===== src/rtl/sobel_pkg.sv =====
// Shared constants and width helpers for the streaming Sobel engine.
package sobel_pkg;

  localparam int MODE_BIN = 0;  // binary edge map against cfg_thresh
  localparam int MODE_MAG = 1;  // saturated gradient magnitude

  // Gradient width: |Gx|+|Gy| peaks at 6*(2^DATA_W-1), so 3 extra bits suffice.
  function automatic int grad_w(input int data_w);
    return data_w + 3;
  endfunction

  // Width needed to hold 0..n-1; never narrower than one bit.
  function automatic int cnt_w(input int n);
    return (n <= 2) ? 1 : $clog2(n);
  endfunction

endpackage


===== src/rtl/sobel_line_buf.sv =====
// One image line of storage, addressed by column. Each write slot is read
// in the same cycle (old contents), so cascading two instances gives the
// pixels from one and two lines above the current column.
module sobel_line_buf
  import sobel_pkg::*;
#(
  parameter int DEPTH = 100,
  parameter int WIDTH = 8,
  parameter int AW    = cnt_w(DEPTH)
) (
  input  logic             clk,
  input  logic             we,
  input  logic [AW-1:0]    addr,
  input  logic [WIDTH-1:0] wdata,
  output logic [WIDTH-1:0] rdata
);

  logic [WIDTH-1:0] mem [DEPTH];

  // Combinational read returns the value stored before this cycle's write.
  assign rdata = mem[addr];

  // Storage is never cleared; no window reads it before two full lines land.
  always_ff @(posedge clk) begin
    if (we) mem[addr] <= wdata;
  end

endmodule


===== src/rtl/sobel_stream.sv =====
// Streaming 3x3 Sobel engine: raster pixels in, one |Gx|+|Gy| result per
// interior pixel out, two cycles after the pixel that completes its window.
module sobel_stream
  import sobel_pkg::*;
#(
  parameter int IMG_W  = 100,
  parameter int IMG_H  = 100,
  parameter int DATA_W = 8,
  parameter int MODE   = 0
) (
  input  logic              sys_clk,
  input  logic              sys_rst,
  input  logic              pi_flag,
  input  logic [DATA_W-1:0] pi_data,
  input  logic [DATA_W+2:0] cfg_thresh,
  output logic              po_flag,
  output logic [DATA_W-1:0] po_data,
  output logic              frame_done
);

  localparam int GW = grad_w(DATA_W);
  localparam int CW = cnt_w(IMG_W);
  localparam int RW = cnt_w(IMG_H);
  localparam logic [GW-1:0] SAT = GW'((2 ** DATA_W) - 1);

  logic [CW-1:0] col_cnt;
  logic [RW-1:0] row_cnt;
  logic          col_last, row_last;
  logic          win_vld, win_eof;

  logic [DATA_W-1:0] lb0_q, lb1_q;

  // win[row][col]: row 0 = top (oldest line), col 2 = newest column
  logic [2:0][2:0][DATA_W-1:0] win, win_nxt;

  logic signed [GW-1:0] gx, gy, gx_c, gy_c;
  logic        [GW-1:0] ax, ay, mag;
  logic [DATA_W-1:0]    res;

  // bit 0: stage-1 result valid, bit 1: output valid
  logic [1:0] vld_pipe;
  logic [1:0] eof_pipe;

  assign col_last = (col_cnt == CW'(IMG_W - 1));
  assign row_last = (row_cnt == RW'(IMG_H - 1));
  assign win_vld  = pi_flag && (row_cnt >= RW'(2)) && (col_cnt >= CW'(2));
  assign win_eof  = win_vld && col_last && row_last;

  // Raster position of the incoming pixel; wraps straight into the next frame.
  always_ff @(posedge sys_clk or posedge sys_rst) begin
    if (sys_rst) begin
      col_cnt <= '0;
      row_cnt <= '0;
    end else if (pi_flag) begin
      if (col_last) begin
        col_cnt <= '0;
        row_cnt <= row_last ? '0 : row_cnt + RW'(1);
      end else begin
        col_cnt <= col_cnt + CW'(1);
      end
    end
  end

  sobel_line_buf #(.DEPTH(IMG_W), .WIDTH(DATA_W), .AW(CW)) u_lb0 (
    .clk   (sys_clk),
    .we    (pi_flag),
    .addr  (col_cnt),
    .wdata (pi_data),
    .rdata (lb0_q)
  );

  sobel_line_buf #(.DEPTH(IMG_W), .WIDTH(DATA_W), .AW(CW)) u_lb1 (
    .clk   (sys_clk),
    .we    (pi_flag),
    .addr  (col_cnt),
    .wdata (lb0_q),
    .rdata (lb1_q)
  );

  // Window as it stands once the incoming column has been shifted in.
  always_comb begin
    for (int r = 0; r < 3; r++) begin
      win_nxt[r][0] = win[r][1];
      win_nxt[r][1] = win[r][2];
    end
    win_nxt[0][2] = lb1_q;
    win_nxt[1][2] = lb0_q;
    win_nxt[2][2] = pi_data;
  end

  // Window registers; contents need no reset since validity comes from counters.
  always_ff @(posedge sys_clk) begin
    if (pi_flag) win <= win_nxt;
  end

  function automatic logic signed [GW-1:0] ext(input logic [DATA_W-1:0] p);
    return $signed({3'b000, p});
  endfunction

  // Gradients are taken from the shifted window so stage 1 lands on the
  // edge that consumes the completing pixel.
  always_comb begin
    gx_c = (ext(win_nxt[0][2]) + (ext(win_nxt[1][2]) <<< 1) + ext(win_nxt[2][2]))
         - (ext(win_nxt[0][0]) + (ext(win_nxt[1][0]) <<< 1) + ext(win_nxt[2][0]));
    gy_c = (ext(win_nxt[2][0]) + (ext(win_nxt[2][1]) <<< 1) + ext(win_nxt[2][2]))
         - (ext(win_nxt[0][0]) + (ext(win_nxt[0][1]) <<< 1) + ext(win_nxt[0][2]));
  end

  // Stage 1: register signed Gx/Gy.
  always_ff @(posedge sys_clk or posedge sys_rst) begin
    if (sys_rst) begin
      gx <= '0;
      gy <= '0;
    end else if (win_vld) begin
      gx <= gx_c;
      gy <= gy_c;
    end
  end

  // Magnitude and output formatting feeding the stage-2 register.
  always_comb begin
    ax  = gx[GW-1] ? GW'(-gx) : GW'(gx);
    ay  = gy[GW-1] ? GW'(-gy) : GW'(gy);
    mag = ax + ay;
    if (MODE == MODE_BIN) res = (mag >= cfg_thresh) ? '1 : '0;
    else                  res = (mag > SAT) ? '1 : mag[DATA_W-1:0];
  end

  // Valid and end-of-frame tags travel alongside the data; reset drops them.
  always_ff @(posedge sys_clk or posedge sys_rst) begin
    if (sys_rst) begin
      vld_pipe <= '0;
      eof_pipe <= '0;
    end else begin
      vld_pipe <= {vld_pipe[0], win_vld};
      eof_pipe <= {eof_pipe[0], win_eof};
    end
  end

  // Stage 2: registered result, held between pulses.
  always_ff @(posedge sys_clk or posedge sys_rst) begin
    if (sys_rst)          po_data <= '0;
    else if (vld_pipe[0]) po_data <= res;
  end

  assign po_flag    = vld_pipe[1];
  assign frame_done = eof_pipe[1];

endmodule


===== config.mk =====
export PLATFORM = sky130hd
export DESIGN_NAME = sobel_stream
export DESIGN_NICKNAME = d
export VERILOG_FILES = /design/src/rtl/sobel_pkg.sv /design/src/rtl/sobel_line_buf.sv /design/src/rtl/sobel_stream.sv
export SDC_FILE = /design/constraint.sdc
export NUM_CORES = 2
export LEC_CHECK = 0
export ABC_CLOCK_PERIOD_IN_PS = 6500
export CAP_MARGIN = 20
export CORE_MARGIN = 2
export CORE_UTILIZATION = 40
export DETAILED_ROUTE_END_ITERATION = 8
export SLEW_MARGIN = 40
export SYNTH_ARGS = -nofsm -noshare
export SYNTH_HDL_FRONTEND = slang
export SYNTH_SLANG_ARGS = --single-unit
export TNS_END_PERCENT = 5

===== constraint.sdc =====
create_clock -name sys_clk -period 6.5 [get_ports sys_clk]
set_input_delay 1.3 -clock sys_clk [delete_from_list [all_inputs] [get_ports sys_clk]]
set_output_delay 1.3 -clock sys_clk [all_outputs]
set_load 0.02 [all_outputs]

==> reports/metrics.yaml <==
status:
  run_status: "completed"
finish:
  layout-drive-gt1-share_pct: 24.8
  fillerInstances: 14000
  postLayoutCoreUtil_pct: 46.3
  syn2layout_area_growth_pct: 14.7
  layout.cells.non_filler: 5993
  multi_input_comb_area_mm2: 0.0160
  area.sequential_mm2: 0.0505
  design.final.nets: 3785
critical_path:
  biggest_fanout_along_the_worst_timing_path: 13
  timing.critical_path.max_delay_family: "adder cells"
  worstSetupPathType: "register to register"
  cp.depth: 20
  r2r_setup_slack_ps: 260
  worst-path-buf-inv: 3
  setup.worst_path.end_class: "register"
  cp.arrival_ps: 6890
  required_time_reported_for_the_critical_path_endpoint_ps: 7150
  cp-start-kind: "register"
  cell_repeated_most_along_the_worst_path: "fa_1"
  critPathMaxStageDelay_ps: 720
  cp_cell_sequence: "buf_16, mux4_2, nor2_1, a211oi_1, a221oi_1, a21oi_1, or4_1, fa_1, inv_1, ha_1, fa_1, inv_1, ha_1, fa_1, a21o_1, a21oi_1, o21ai_0, o41ai_2, xor2_1, o21ai_1"
  r2r.worst_path.cells: 20
  timing.critical_path.slowest_stage_cell: "dfrtp_4"
die:
  die_w_um: 415
  starting_density_pct: 40.4
  io_pins: 32
  design.core.area_mm2: 0.168
  row_count: 150
  die-area_mm2: 0.173
  die_h_um: 415
min_path:
  hold_depth: 0
  worst_hold_path_type: "register to register"
logic_synthesis:
  synth_area_leaders: "edfxtp_1 73%, mux4_2 12%, fa_1 1.9%"
  ys_seq_elements: 1689
  post_synth_edffs: 1648
  synth_sequential_area_ratio_pct: 74.6
  synth_top_area_share_pct: 73.1
  synth_cell_types: 54
  netlist_top_cells_count: "1648 x edfxtp_1, 368 x mux4_2, 161 x nor2_1"
  syn_nets: 3487
  yosys.area.top_type: "edfxtp_1"
  asyncSetResetFlopFracSynth_pct: 2.43
  post_synth_instance_area_mm2: 0.0677
  yosysWarnings: 0
  netlist_instances: 3351
  yosysMostFrequentCell: "edfxtp_1"
  main_flop_type_after_synthesis: "edfxtp_1"
  syn_area_per_cell_um2: 20.2
pwr:
  max-vdd-ir-drop_mv: 0.855
  pwr-share-comb_pct: 40.3
  clock_power_share_pct: 23.3
  p_seq_share_pct: 36.3
  p_per_area_mw_per_mm2: 524
  power.switching_mw: 14.8
  power_report.internal_total_mw: 25.9
  switching_share_pct: 36.5
  leakage_power_figure_nw: 25.6
timing:
  report.final.hold_viol_count: 0
  tightestPinTransition_ps: 851
  setup_total_negative_slack_ps: 0
  finalCriticalPeriod_ps: 6240
  setup-violations-final: 0
  postLayoutSetupSlackWorst_ps: 262
  finalMaxSlewViolations: 0
  maxSlewHeadroom_pct: 43.0
  finalHoldWorstSlack_ps: 348
  fmax_mhz: 160
  final.period_utilization_pct: 96.0
  grt_setup_unrepaired: "false"
  final.setup_skew_ps: 63.6
clocking:
  clk-insertion-delay-late_ps: 810
  cts_hold_buf: 0
  clkTransAtPathRegs_ps: 60
  cts_max_level: 4
  clockBufferDepth: 3
  cts_root_buffer: "clkbuf_16"
  cts-buffers-inserted: 175
  cts_sinks: 1689
  cts_tree: "done"
global_routing:
  pin_count_of_the_biggest_net_entering_global_routing: 102
  globalRouteTotalUtil_pct: 19.1
  vias_in_the_first_global_route: 33500
  antenna_found_initial: 7
  grt_first_pass_wirelength_mm: 240
  globalRouteOverflowTotal: 0
drt:
  num_vias: 33400
  vias_per_cell: 5.57
  drt-initial-drc-count: 3952
  drt-wirelength-per-cell_um: 27.7
  route.antenna.remaining_nets: 0
  drc: 0
  routed_wirelength_mm: 166
  detail_route.first_pass.iterations: 6
place:
  place_inst: 5672
  dpl_worst_slack_ps: 94.7
  port_buffers: 31
  hpwlAfterDp_mm: 101
  gpl.final_weighted_congestion: 0.820
run:
  maxCapViolations: 0
-- layer usage --
layer	up-vias	GRT usage, %	share of wire [%]
li1	14200	-	-
met1	17800	27.3	43
met2	1120	30.7	48
met3	217	2.98	6.2
met4	2	5.07	2.3
met5	-	0	0.0042
-- worst register-to-register path, stage by stage (launching register included) --
cell	delay, ps
dfrtp_4	720
buf_16	230
mux4_2	500
nor2_1	180
a211oi_1	140
a221oi_1	280
a21oi_1	180
or4_1	640
fa_1	530
inv_1	50
ha_1	300
fa_1	490
inv_1	40
ha_1	210
fa_1	460
a21o_1	180
a21oi_1	220
o21ai_0	190
o41ai_2	290
xor2_1	200
o21ai_1	80
-- final timing paths --
path / start / end
max: col_cnt[1] / gx[9]
min: eof_pipe[0] / eof_pipe[1]
min reg2reg: eof_pipe[0] / eof_pipe[1]
max reg2reg: col_cnt[1] / gx[9]
min in group asynchronous: sys_rst / col_cnt[3]
max in group asynchronous: sys_rst / col_cnt[1]
-- metrics by stage --
step	instance area (µm²)	total power, mW
2_1_floorplan	67700	25.1
3_3_place_gp	72100	31.2
3_5_place_dp	72200	31.4
4_1_cts	77600	41.0
5_1_grt	77700	43.0
6_report	77700	40.7
-- layout by cell type, fill, tap and decap left out, types with 7 or more instances in the layout --
master | synthesis | final
a21o_1 | 7 | 7
a21oi_1 | 66 | 66
o21ai_1 | 24 | 25
dfrtp_1 | 41 | 37
ha_1 | 51 | 51
buf_4 | 14 | 242
and3_1 | 13 | 13
clkdlybuf4s50_1 | 0 | 22
nor2b_1 | 13 | 11
a221oi_1 | 30 | 30
a41o_1 | 8 | 8
nor3_1 | 14 | 14
clkinv_1 | 1 | 40
mux2i_1 | 126 | 126
inv_1 | 112 | 111
bufinv_16 | 0 | 8
mux4_2 | 368 | 368
fa_1 | 63 | 63
o211ai_1 | 13 | 13
edfxtp_1 | 1648 | 1648
buf_12 | 0 | 18
nand2b_1 | 21 | 21
xor2_1 | 12 | 12
clkbuf_16 | 0 | 177
o31ai_1 | 9 | 9
a211oi_1 | 17 | 17
clkinv_2 | 0 | 27
o21ai_0 | 76 | 75
nand4_1 | 14 | 14
inv_6 | 0 | 7
buf_6 | 6 | 8
nand2_1 | 72 | 70
nor2_1 | 161 | 159
xnor2_1 | 31 | 31
a22oi_1 | 18 | 18
o22ai_1 | 33 | 31
mux2_2 | 40 | 40
clkbuf_1 | 76 | 47
nand3_1 | 27 | 27
-- area by class of cell --
type	count	share of cell area [%]
Antenna cell	1	0.00322
Sequential cell	1689	65.1
Multi-Input combinational cell	1369	20.6
Tap cell	2204	3.55
Inverter	121	0.591
Clock buffer	225	5.95
Timing Repair Buffer	293	3.26
Clock inverter	91	1.02
-- what timing repair did --
item / 4_1_cts / 5_1_grt
endpoints found under the setup margin: 0 / 4
setup buffers: 0 / 4
gates resized for setup: 0 / 2
-- cells by family (layout without fill, tap and decap cells) --
family	after synthesis	count (layout)	synth area share [%]
DFF	1689	1689	74.6
muxes	534	534	14.8
buffers and inverters	293	730	1.88
and+or+nand+nor	361	361	2.43
adders and majority gates	114	114	2.81
AOI/OAI and AO/OA	317	317	2.95
xor gates and xnor gates	43	43	0.556
other	0	1	0
-- registers in the layout, indices dropped and copies added (netlist names) --
name / flops
u_lb0.mem: 800
u_lb1.mem: 800
win: 48
gx: 11
gy: 11
col_cnt: 7
row_cnt: 7
eof_pipe: 2
vld_pipe: 2
po_data: 1
-- power groups by stage --
stage | logic, mW | registers, mW | clock network, mW
final | 16.4 | 14.8 | 9.49
after global routing | 18.1 | 14.8 | 10.1
after CTS | 16.5 | 14.8 | 9.68
after detailed placement | 16.4 | 15.0 | 0
after global placement | 16.2 | 15.0 | 0
after floorplan | 10.1 | 15.0 | 0
Note: power is estimated with default switching activity, not from simulation.
